--- src/rtl/vga_pkg.sv ---
// Shared pixel, fade-level and channel definitions
// for the VGA output path.
package vga_pkg;

  localparam int RGB_W = 12;
  localparam int CH_W  = RGB_W / 3;

  typedef logic [3:0] fade_t;

  localparam fade_t FADE_MAX = 4'd15;

endpackage

--- src/rtl/rgb_fader.sv ---
// Output stage: per-channel brightness scale,
// blank forcing and second sync delay.
module rgb_fader
  import vga_pkg::*;
#(
  parameter int RGB_W = 12
) (
  input  logic             clk,
  input  logic             rst_n,
  input  logic [RGB_W-1:0] i_rgb,
  input  logic             i_blank,
  input  logic             i_hsync,
  input  logic             i_vsync,
  input  fade_t            i_level,
  output logic [RGB_W-1:0] o_rgb,
  output logic             o_hsync,
  output logic             o_vsync
);

  localparam int CW = RGB_W / 3;
  localparam int PW = CW + 4;

  logic [4:0]       w_mul;
  logic [PW-1:0]    w_prod [3];
  logic [RGB_W-1:0] w_rgb;

  assign w_mul = {1'b0, i_level} + 5'd1;

  // Scale each channel by (level+1)/16;
  // level 15 is an exact passthrough.
  always_comb begin
    w_rgb = '0;
    for (int c = 0; c < 3; c++) begin
      w_prod[c] = PW'(i_rgb[c*CW +: CW])
                * PW'(w_mul);
      w_rgb[c*CW +: CW] = w_prod[c][PW-1:4];
    end
  end

  // Register scaled pixel (zero in blank)
  // together with the syncs.
  always_ff @(posedge clk or negedge rst_n) begin
    if (!rst_n) begin
      o_rgb   <= '0;
      o_hsync <= 1'b0;
      o_vsync <= 1'b0;
    end else begin
      o_rgb   <= i_blank ? '0 : w_rgb;
      o_hsync <= i_hsync;
      o_vsync <= i_vsync;
    end
  end

endmodule

--- src/rtl/layer_compositor.sv ---
// Overlay compositor: state-gated layer priority,
// frame-synchronous state switch and fade-in.
module layer_compositor
  import vga_pkg::*;
#(
  parameter int N_LAYERS        = 4,
  parameter int N_STATES        = 4,
  parameter int RGB_W           = vga_pkg::RGB_W,
  parameter logic [N_STATES*N_LAYERS-1:0]
                STATE_MAP       = 'hF,
  parameter int RESET_STATE     = 0,
  parameter bit FADE_EN         = 1'b1,
  parameter int FRAMES_PER_STEP = 2,
  localparam int SW = (N_STATES > 1) ?
                      $clog2(N_STATES) : 1
) (
  input  logic                      clk,
  input  logic                      rst_n,
  input  logic [SW-1:0]             state_req,
  input  logic [RGB_W-1:0]          rgb_bg,
  input  logic [N_LAYERS*RGB_W-1:0] layer_rgb,
  input  logic [N_LAYERS-1:0]       layer_valid,
  input  logic                      hsync_in,
  input  logic                      vsync_in,
  input  logic                      blank_in,
  output logic                      hsync_out,
  output logic                      vsync_out,
  output logic [RGB_W-1:0]          rgb_out,
  output logic [SW-1:0]             state_cur,
  output logic                      fade_busy
);

  localparam int CNTW = (FRAMES_PER_STEP > 1) ?
                        $clog2(FRAMES_PER_STEP) : 1;

  logic [SW-1:0]       r_state;
  fade_t               r_level;
  logic [CNTW-1:0]     r_cnt;
  logic                r_busy;
  logic                r_vsync_q;

  logic [RGB_W-1:0]    r_pix;
  logic                r_hs;
  logic                r_vs;
  logic                r_blank;

  logic                w_fe;
  logic                w_req_ok;
  logic [N_LAYERS-1:0] w_vis;
  logic [RGB_W-1:0]    w_pix;

  assign w_fe     = vsync_in & ~r_vsync_q;
  assign w_req_ok = ({1'b0, state_req} <
                     (SW+1)'(N_STATES)) &&
                    (state_req != r_state);

  assign state_cur = r_state;
  assign fade_busy = r_busy;

  // Visibility mask of the displayed state.
  always_comb begin
    w_vis = '0;
    for (int s = 0; s < N_STATES; s++) begin
      if (r_state == SW'(s))
        w_vis = STATE_MAP[s*N_LAYERS +: N_LAYERS];
    end
  end

  // Priority select: highest visible opaque
  // layer wins, else background.
  always_comb begin
    w_pix = rgb_bg;
    for (int l = 0; l < N_LAYERS; l++) begin
      if (layer_valid[l] & w_vis[l])
        w_pix = layer_rgb[l*RGB_W +: RGB_W];
    end
  end

  // State switch and fade stepping, only on
  // the rising edge of vsync.
  always_ff @(posedge clk or negedge rst_n) begin
    if (!rst_n) begin
      r_state   <= SW'(RESET_STATE);
      r_level   <= FADE_MAX;
      r_cnt     <= '0;
      r_busy    <= 1'b0;
      r_vsync_q <= 1'b0;
    end else begin
      r_vsync_q <= vsync_in;
      if (w_fe) begin
        if (w_req_ok) begin
          r_state <= state_req;
          r_level <= FADE_EN ? '0 : FADE_MAX;
          r_busy  <= FADE_EN;
          r_cnt   <= '0;
        end else if (r_level != FADE_MAX) begin
          if (r_cnt ==
              CNTW'(FRAMES_PER_STEP - 1)) begin
            r_cnt   <= '0;
            r_level <= r_level + 4'd1;
            r_busy  <= (r_level != 4'd14);
          end else begin
            r_cnt <= r_cnt + 1'b1;
          end
        end
      end
    end
  end

  // First pipeline stage: selected pixel
  // and timing signals.
  always_ff @(posedge clk or negedge rst_n) begin
    if (!rst_n) begin
      r_pix   <= '0;
      r_hs    <= 1'b0;
      r_vs    <= 1'b0;
      r_blank <= 1'b0;
    end else begin
      r_pix   <= w_pix;
      r_hs    <= hsync_in;
      r_vs    <= vsync_in;
      r_blank <= blank_in;
    end
  end

  rgb_fader #(
    .RGB_W (RGB_W)
  ) u_fader (
    .clk     (clk),
    .rst_n   (rst_n),
    .i_rgb   (r_pix),
    .i_blank (r_blank),
    .i_hsync (r_hs),
    .i_vsync (r_vs),
    .i_level (r_level),
    .o_rgb   (rgb_out),
    .o_hsync (hsync_out),
    .o_vsync (vsync_out)
  );

endmodule

--- config.mk ---
export PLATFORM = sky130hd
export DESIGN_NAME = layer_compositor
export DESIGN_NICKNAME = d
export VERILOG_FILES = /design/src/rtl/vga_pkg.sv /design/src/rtl/rgb_fader.sv /design/src/rtl/layer_compositor.sv
export SDC_FILE = /design/constraint.sdc
export NUM_CORES = 1
export LEC_CHECK = 0
export CAP_MARGIN = 15
export CELL_PAD_IN_SITES_DETAIL_PLACEMENT = 1
export CELL_PAD_IN_SITES_GLOBAL_PLACEMENT = 1
export CORE_ASPECT_RATIO = 0.75
export CORE_MARGIN = 5
export CORE_UTILIZATION = 33
export DETAILED_ROUTE_END_ITERATION = 10
export GPL_ROUTABILITY_DRIVEN = 0
export GPL_TIMING_DRIVEN = 0
export HOLD_SLACK_MARGIN = 0.03
export PLACE_DENSITY = 0.79
export SYNTH_ARGS = -nofsm -noshare
export SYNTH_HDL_FRONTEND = slang
export SYNTH_SLANG_ARGS = --single-unit
--- constraint.sdc ---
create_clock -name clk -period 3.5 [get_ports clk]
set_input_delay 0.525 -clock clk [delete_from_list [all_inputs] [get_ports clk]]
set_output_delay 0.525 -clock clk [all_outputs]
set_load 0.01 [all_outputs]
## Yosys cells after proc, flatten, opt, wreduce, memory -nomap -nowiden

Cells that the tools add are included.
W data, S select, Z words.

- Register bits: 37
- Logic and storage cells: 53

- Add/subtract/negate cells: 3
- Multiply operators: 3
- Eq/ne operators: 6
- Muxes and demuxes: 18
- Bitwise gates (word level): 6
- Reduce and logical (&&, ||, !) cells: 6

Operators by type and width:

| operator | number |
|---|---|
| $mux W12 | 5 |
| $mux W4 | 7 |
| $mul A4 B5 Y8 | 3 |
| $ne A4 B4 Y1 const B | 2 |
| $mux W1 | 6 |
| $add A4 B1 Y5 const B | 1 |
| $and A1 B1 Y1 | 5 |
| $add A4 B1 Y4 const B | 1 |
| $eq A2 B2 Y1 const B | 2 |
| $reduce_and A2 Y1 | 2 |
| $reduce_bool A2 Y1 | 2 |
| $reduce_and A3 Y1 | 1 |
| $eq A2 B1 Y1 const B | 1 |
| $logic_not A2 Y1 | 1 |
| $ne A2 B2 Y1 | 1 |
| $add A1 B1 Y1 const B | 1 |
| $not A1 Y1 | 1 |

## Logic depth before layout (Yosys ltp)

Gate-level depths: netlist of run 1.

- Depth after elaboration: 10
- Gate-level depth with buffers: 14
- Gate-level depth less buffers: 12

## Hierarchy

A second synthesis of run 1 with hierarchy kept.

- Cell total of the unflattened synthesis: 344
- Area, all modules: 3368.2 um^2

By module, submodules not included:

| module | instances | cells an instance | area each (um^2) |
|---|---|---|---|
| rgb_fader | 1 | 204 | 1869.3 |
| layer_compositor | 1 | 140 | 1498.9 |

## Least setup slack after synthesis of run 1

Ideal clock, no wire load.

- Kind: reg-to-reg
- From: reg r_level[0]
- To: reg u_fader.o_rgb[11]
- Arrival: 3.665 ns
- Required time: 3.424 ns
- Slack: -0.241 ns
- Cell stages (with the launch flop): 15
- Clock period less this slack: 3.741 ns
- Cell sequence: dfstp_2 -> buf_4 -> inv_1 -> ha_1 -> clkbuf_1 -> nor2b_1 -> fa_1 -> inv_1 -> fa_1 -> inv_1 -> ha_1 -> nand3_1 -> o2111ai_2 -> a2111o_1 -> o21ai_1

- Longest elaborated chain between the ends: 3

RTL lines:

| what | RTL line | RTL |
|---|---|---|
| start, declared | layer_compositor.sv:37 | `fade_t r_level;` |
| start signal, assigned | layer_compositor.sv:93 | `r_level <= FADE_EN ? '0 : FADE_MAX;` |
| start signal, assigned | layer_compositor.sv:100 | `r_level <= r_level + 4'd1;` |
| $add A4 B1 Y5 | rgb_fader.sv:27 | `assign w_mul = {1'b0, i_level} + 5'd1;` |
| $mul A4 B5 Y8 | rgb_fader.sv:35 | `* PW'(w_mul);` |
| $mux W12 | rgb_fader.sv:48 | `o_rgb <= i_blank ? '0 : w_rgb;` |
| end signal, assigned | rgb_fader.sv:48 |  |
| end, declared | rgb_fader.sv:15 | `output logic [RGB_W-1:0] o_rgb,` |

Every way passes these cells.
A chain may end at the register's enable or synchronous reset.

## Final worst setup path of run 1

- From: reg r_level[0]
- To: reg u_fader.o_rgb[5]

The elaborated chain is that of the path after synthesis.

==> results of run 1 <==
## report_power, final
group,total [mW],internal [mW],switching [mW]
combinational,0.414,0.225,0.189
sequential,0.527,0.468,0.0589
clock,0.520,0.337,0.184
## routing by layer
layer	up-vias	GRT usage	routed length (µm)
met2	120	0.313	4540
met4	0	0.0634	230
li1	1345	-	-
met5	-	0	0
met3	21	0.0644	928
met1	1361	0.231	4400
## final timing paths
check	endpoint	slack [ns]
setup / recovery	u_fader.o_rgb[5]$_DFF_PN0_	-0.07
hold / removal	r_vs$_DFF_PN0_	0.31
setup reg to reg	u_fader.o_rgb[5]$_DFF_PN0_	-0.07
hold reg to reg	u_fader.o_hsync$_DFF_PN0_	0.35
max in group asynchronous	u_fader.o_rgb[8]$_DFF_PN0_	2.68
min in group clk	u_fader.o_hsync$_DFF_PN0_	0.35
## flip-flops by register name (all words and copies together), names as in the netlist
register	count
u_fader.o_hsync	1
r_cnt	1
r_vs	1
r_level	4
r_hs	1
r_blank	1
u_fader.o_rgb	12
u_fader.o_vsync	1
fade_busy	1
r_pix	12
state_cur	2
## cell usage in the layout, fill, tap and decap left out, drive strengths merged, types with 4 or more instances in the layout
cell,instances
a21oi,5
a22oi,12
and2,23
buf,31
clkbuf,11
clkdlybuf4s50,86
dfrtp,33
dfstp,4
fa,15
ha,29
inv,27
mux2,12
mux2i,13
nand2,28
nand2b,4
nand3,7
nand4,7
nor2,11
nor2b,10
o21ai,20
xnor2,12
## through the flow
stage / instance area [µm²] / util / std cells / hold slack (ns) / setup WS [ns]
floorplan: 3170 / - / 321 / 0.229 / 0.0180
global placement: 4200 / 0.460 / 536 / 0.335 / -0.326
detailed placement: 4190 / 0.460 / 536 / 0.337 / -0.402
CTS: 4710 / 0.516 / 566 / 0.340 / -0.0689
global route: 4750 / 0.520 / 566 / 0.362 / -0.192
finish: 4750 / 0.520 / 566 / 0.306 / -0.0743
## critical path, stage by stage (launching register included)
cell       delay, ns
dfstp_2         0.59
buf_8           0.14
inv_8           0.03
ha_4            0.29
clkbuf_8        0.15
nor2b_1         0.06
fa_1            0.55
inv_1           0.07
fa_1            0.53
inv_1           0.06
ha_4            0.28
nand4bb_1       0.14
buf_4           0.17
buf_4           0.12
o211ai_1        0.19
nor3b_2         0.08
## logic make-up (layout without fill, tap and decap cells)
family	after synthesis	count (layout)	share of synthesized area
and+or+nand+nor	104	104	0.187
AOI/OAI and AO/OA	55	55	0.121
adders and majority gates	44	44	0.213
buffers and inverters	41	158	0.0534
DFF	37	37	0.299
muxes	25	25	0.0851
xor gates and xnor gates	15	15	0.0422
## what timing repair did
action / 4_1_cts / 5_1_grt
setup endpoints to repair: 12 / 12
gates resized for setup: 32 / 10
buffers inserted: 23 / 1
cloned: 1 / 0
pin swaps: 26 / 9
## layout make-up
type                    count  area (µm²)
clock buffers               5         125
plain buffers              11         105
flip-flops and latches     37         931
repair buffers            112        1070
well taps                 128         160
clock inverters             3        46.3
multi-input cells         243        2200
inverters                  27         109
fillers                  1021        4370
==> results.md, run 1 <==
* Mapped Cells at 321
* Setup WS post-layout at -0.0743 ns
* Status: finished with violations
* CTS sink cnt at 37
* Vias in the first global route at 3221
* CTS buffer count at 5
* Unrepaired setup endpoints after global routing: true
* Starting Density at 0.342
* Top cells by count, synth: 33 x dfrtp_1, 29 x ha_1, 28 x nand2_1
* Post-synth top flop: dfrtp_1
* WP data arrival at 3.72 ns
* H-tree Lvls at 2
* Ratio of cells with drive above 1 in the final layout at 0.178
* GR Util All Layers at 0.189
* Core Region at 9120 µm²
* Sum Neg Setup Slack at -0.344 ns
* Fin. Hold Viols at 0
* Kind of critical path: reg2reg
* ANT cells at 0
* Hold_buf cts at 0
* Crit path required time at 3.65 ns
* Clock Tree Buf Depth at 2
* Register area share after synthesis at 0.299
* Max transition margin at 0.473
* Crit path from: r_level[0]$_DFFE_PN1P_
* Synth top area cells: dfrtp_1 27%, ha_1 12%, fa_1 9.6%
* Pin count of the biggest net entering global routing at 38
* Pwr/cell area at 308 nW/µm²
* Yosys warns at 0
* Reg clk slew, reported paths at 0.06 ns
* Hold Crit Class: in2async
* 1st-iter DRT viols at 114
* Clock skew at 0.0111 ns
* Final Critical Period at 3.57 ns
* Slew Limit Fails at 0
* Syn Nets at 436
* Final Setup Violations at 10
* Syn_area_per_cell at 9.71 µm²
* Area added between synthesis and finish at 52.4%
* CTS tree: built
* Reg2Reg Depth at 15
* DRC violation count after routing at 0
* Post-synthesis cell area at 3120 µm²
* Grt ovf at 0
* IO Port Bufs at 87
* Post-synth EDFFs at 0
* First-pass DRT Iterations at 4
* Clock Root Buffer: clkbuf_16
* Synth Register Bits at 37
* Initial antenna violation count at 0
* Via/cell ratio at 5.03
* F_max at 0.280 GHz
* Max FO, Critical Path at 4
* Worst r2r src: r_level[0]$_DFFE_PN1P_
* FFs w/ async S/R, synth at 1.00
* Top Ports at 88
* Worst setup EP type: flip-flop
* Row cnt at 30
* Via count at 2847
* Post-DP HPWL at 7180 µm
* Worst-Skew Late Latency at 0.29 ns
* Final worst path period share at 1.02
* Most common cell in the netlist: dfrtp_1
* Maxcap violations at 0
* DIE WIDTH at 122 µm
* First-pass GRT wire length at 16800 µm
* Drt wl/cell at 17.8 µm
* Worst setup SP type: flip-flop
* Failing checks: negative setup slack
* DRT antenna net count at 0
* Final WL at 10100 µm
* Top cell type by total area after synthesis: dfrtp_1
* Synth top area share at 0.265
* VDD IR max at 164 µV
* Leak pwr at 2.11 nW
* Synth cell types at 45
* Power Total at 1.46 mW
* Die area at 11500 µm²
* Worst-Margin Slew at 0.790 ns
* Final #Nets at 552
* Die height at 94.1 µm
No activity file was read; power rests on OpenSTA's default activity.
==> inputs of run 2 (changes only) <==
PLACE_DENSITY = 0.74   (was 0.79)
SLEW_MARGIN = 10   (was unset)
==> run 2 against run 1 <==
Compared with the run above:
- the flow still finishes with violations (negative setup slack)
- cell area rose by 1.4%
- via count fell by 0.63%
- global-route usage fell by 1.1 points
- first-iteration DRC count fell by 14%
- sequential share of layout area fell by 0.28 points
- clock skew fell by 0.0018 ns
- critical path type unchanged
- largest cell class unchanged
- hold slack improved by 0.010 ns
- critical path depth fell by 1
==> results.md, run 2 (synthesis gave the netlist of run 1 again) <==
* Status: finished with violations
* Failing checks: negative setup slack
* CTS sink cnt at 37
* Via count at 2829
* Reg power frac at 0.360
* Top flop regs: r_pix (12), u_fader.o_rgb (12), r_level (4)
* Final WL at 9670 µm
* Initial antenna violation count at 0
* Worst-Skew Late Latency at 0.29 ns
* Max FO, Critical Path at 5
* VDD IR max at 207 µV
* Die area at 11500 µm²
* Kind of critical path: reg2reg
* Most frequent cells in the layout: 86 x clkdlybuf4s50_1, 33 x dfrtp_1, 28 x nand2_1, 28 x buf_4, 23 x and2_1
* Post-DP HPWL at 7050 µm
* Pin count of the biggest net entering global routing at 38
* Clock skew at 0.00928 ns
* H-tree Lvls at 2
* Sw Pwr at 423 µW
* Clock share of power at 0.352
* Final Setup Violations at 7
* GR Util All Layers at 0.178
* Hold Crit Class: in2async
* Via/cell ratio at 4.97
* Worst setup SP type: flip-flop
* Slew Limit Fails at 0
* First-pass GRT wire length at 16000 µm
* 1st-iter DRT viols at 98
* Max transition margin at 0.480
* Row cnt at 30
* First-pass DRT Iterations at 4
* CTS tree: built
* Die height at 94.1 µm
* Drt wl/cell at 17.0 µm
* Clock Root Buffer: clkbuf_16
* Setup WS post-layout at -0.104 ns
* DRC violation count after routing at 0
* Starting Density at 0.342
* Leak pwr at 2.11 nW
* Hold_buf cts at 0
* Commonest non-fill, non-tap cell in the layout: clkdlybuf4s50_1
* Worst setup EP type: flip-flop
* Final worst path period share at 1.03
* Pwr/cell area at 304 nW/µm²
* Final #Nets at 555
* Crit path required time at 3.65 ns
* F_max at 0.277 GHz
* Reg clk slew, reported paths at 0.06 ns
* Top Ports at 88
* Worst-Margin Slew at 0.780 ns
* Unrepaired setup endpoints after global routing: true
* Vias in the first global route at 3153
* Area added between synthesis and finish at 54.5%
* Core Region at 9120 µm²
* WP data arrival at 3.75 ns
* Final Critical Period at 3.60 ns
* CTS buffer count at 5
* Fin. Hold Viols at 0
* Maxcap violations at 0
* ANT cells at 0
* Ratio of cells with drive above 1 in the final layout at 0.190
* Grt ovf at 0
* DRT antenna net count at 0
* Combinational share of power at 0.288
* IO Port Bufs at 87
* Clock Tree Buf Depth at 2
* Hold Slack at 0.316 ns
* Switching share of power at 0.289
* Sum Neg Setup Slack at -0.398 ns
* DIE WIDTH at 122 µm
* Cell internal pwr at 1.04 mW
run 2: cell count changes in the layout (fill, tap and decap cells not counted), sizes merged:
| cell | change |
|---|---|
| buf | +2 |
| clkbuf | +1 |
run 2: cell type report:
class                   instances  area, µm²
well taps                     128        160
flip-flops and latches         37        931
fillers                      1009       4310
repair buffers                116       1090
plain buffers                  10       93.8
clock buffers                   5        125
clock inverters                 3       46.3
inverters                      27        109
multi-input cells             243       2260
run 2: routing by layer:
layer,up-vias,track usage,part of all wire
met3,14,0.0686,0.096
met2,113,0.297,0.47
met1,1348,0.214,0.42
li1,1354,-,-
met5,-,0,0
met4,0,0.0485,0.015
run 2: timing repair:
action                     in CTS  in global routing
gates cloned                    2                  0
gates resized for setup        35                  9
setup endpoints to repair      12                 12
setup buffers                  23                  4
pin swaps                      30                 15
run 2: power groups by stage:
stage / Sequential (mW) / Clock [mW] / Combinational, mW
global placement: 0.524 / 0 / 0.341
finish: 0.527 / 0.515 / 0.421
CTS: 0.524 / 0.526 / 0.400
detailed placement: 0.526 / 0 / 0.352
floorplan: 0.510 / 0 / 0.195
global route: 0.534 / 0.545 / 0.466
run 2: path summary, 6_finish.rpt:
path                                         from                          to  slack, ns  cells past startpoint
setup reg to reg           r_level[0]$_DFFE_PN1P_  u_fader.o_rgb[6]$_DFF_PN0_      -0.10                     14
hold reg to reg                    r_hs$_DFF_PN0_   u_fader.o_hsync$_DFF_PN0_       0.35                      0
hold / removal                              rst_n       fade_busy$_DFFE_PN0P_       0.32                      1
setup / recovery           r_level[0]$_DFFE_PN1P_  u_fader.o_rgb[6]$_DFF_PN0_      -0.10                     14
max in group asynchronous                   rst_n          r_pix[8]$_DFF_PN0_       2.69                      1
min in group clk                   r_hs$_DFF_PN0_   u_fader.o_hsync$_DFF_PN0_       0.35                      0
run 2: metrics by stage:
step	cell area, µm²	worst slack [ns]	power (mW)	std cells	util
3_3_place_gp	4200	-0.348	0.865	536	0.460
2_1_floorplan	3170	0.0180	0.705	321	-
6_report	4810	-0.104	1.46	569	0.528
5_1_grt	4810	-0.196	1.54	569	0.528
3_5_place_dp	4190	-0.402	0.878	536	0.460
4_1_cts	4760	-0.0592	1.45	566	0.522
run 2: critical path, cell delays in order, from the launching register on:
cell,delay (ns)
dfstp_2,0.60
buf_8,0.15
inv_8,0.04
ha_4,0.24
clkbuf_16,0.16
nand2b_4,0.14
fa_1,0.47
fa_1,0.51
inv_2,0.05
ha_4,0.26
nand4_1,0.21
o2111ai_2,0.30
buf_4,0.17
xnor2_2,0.10
nor2_1,0.05
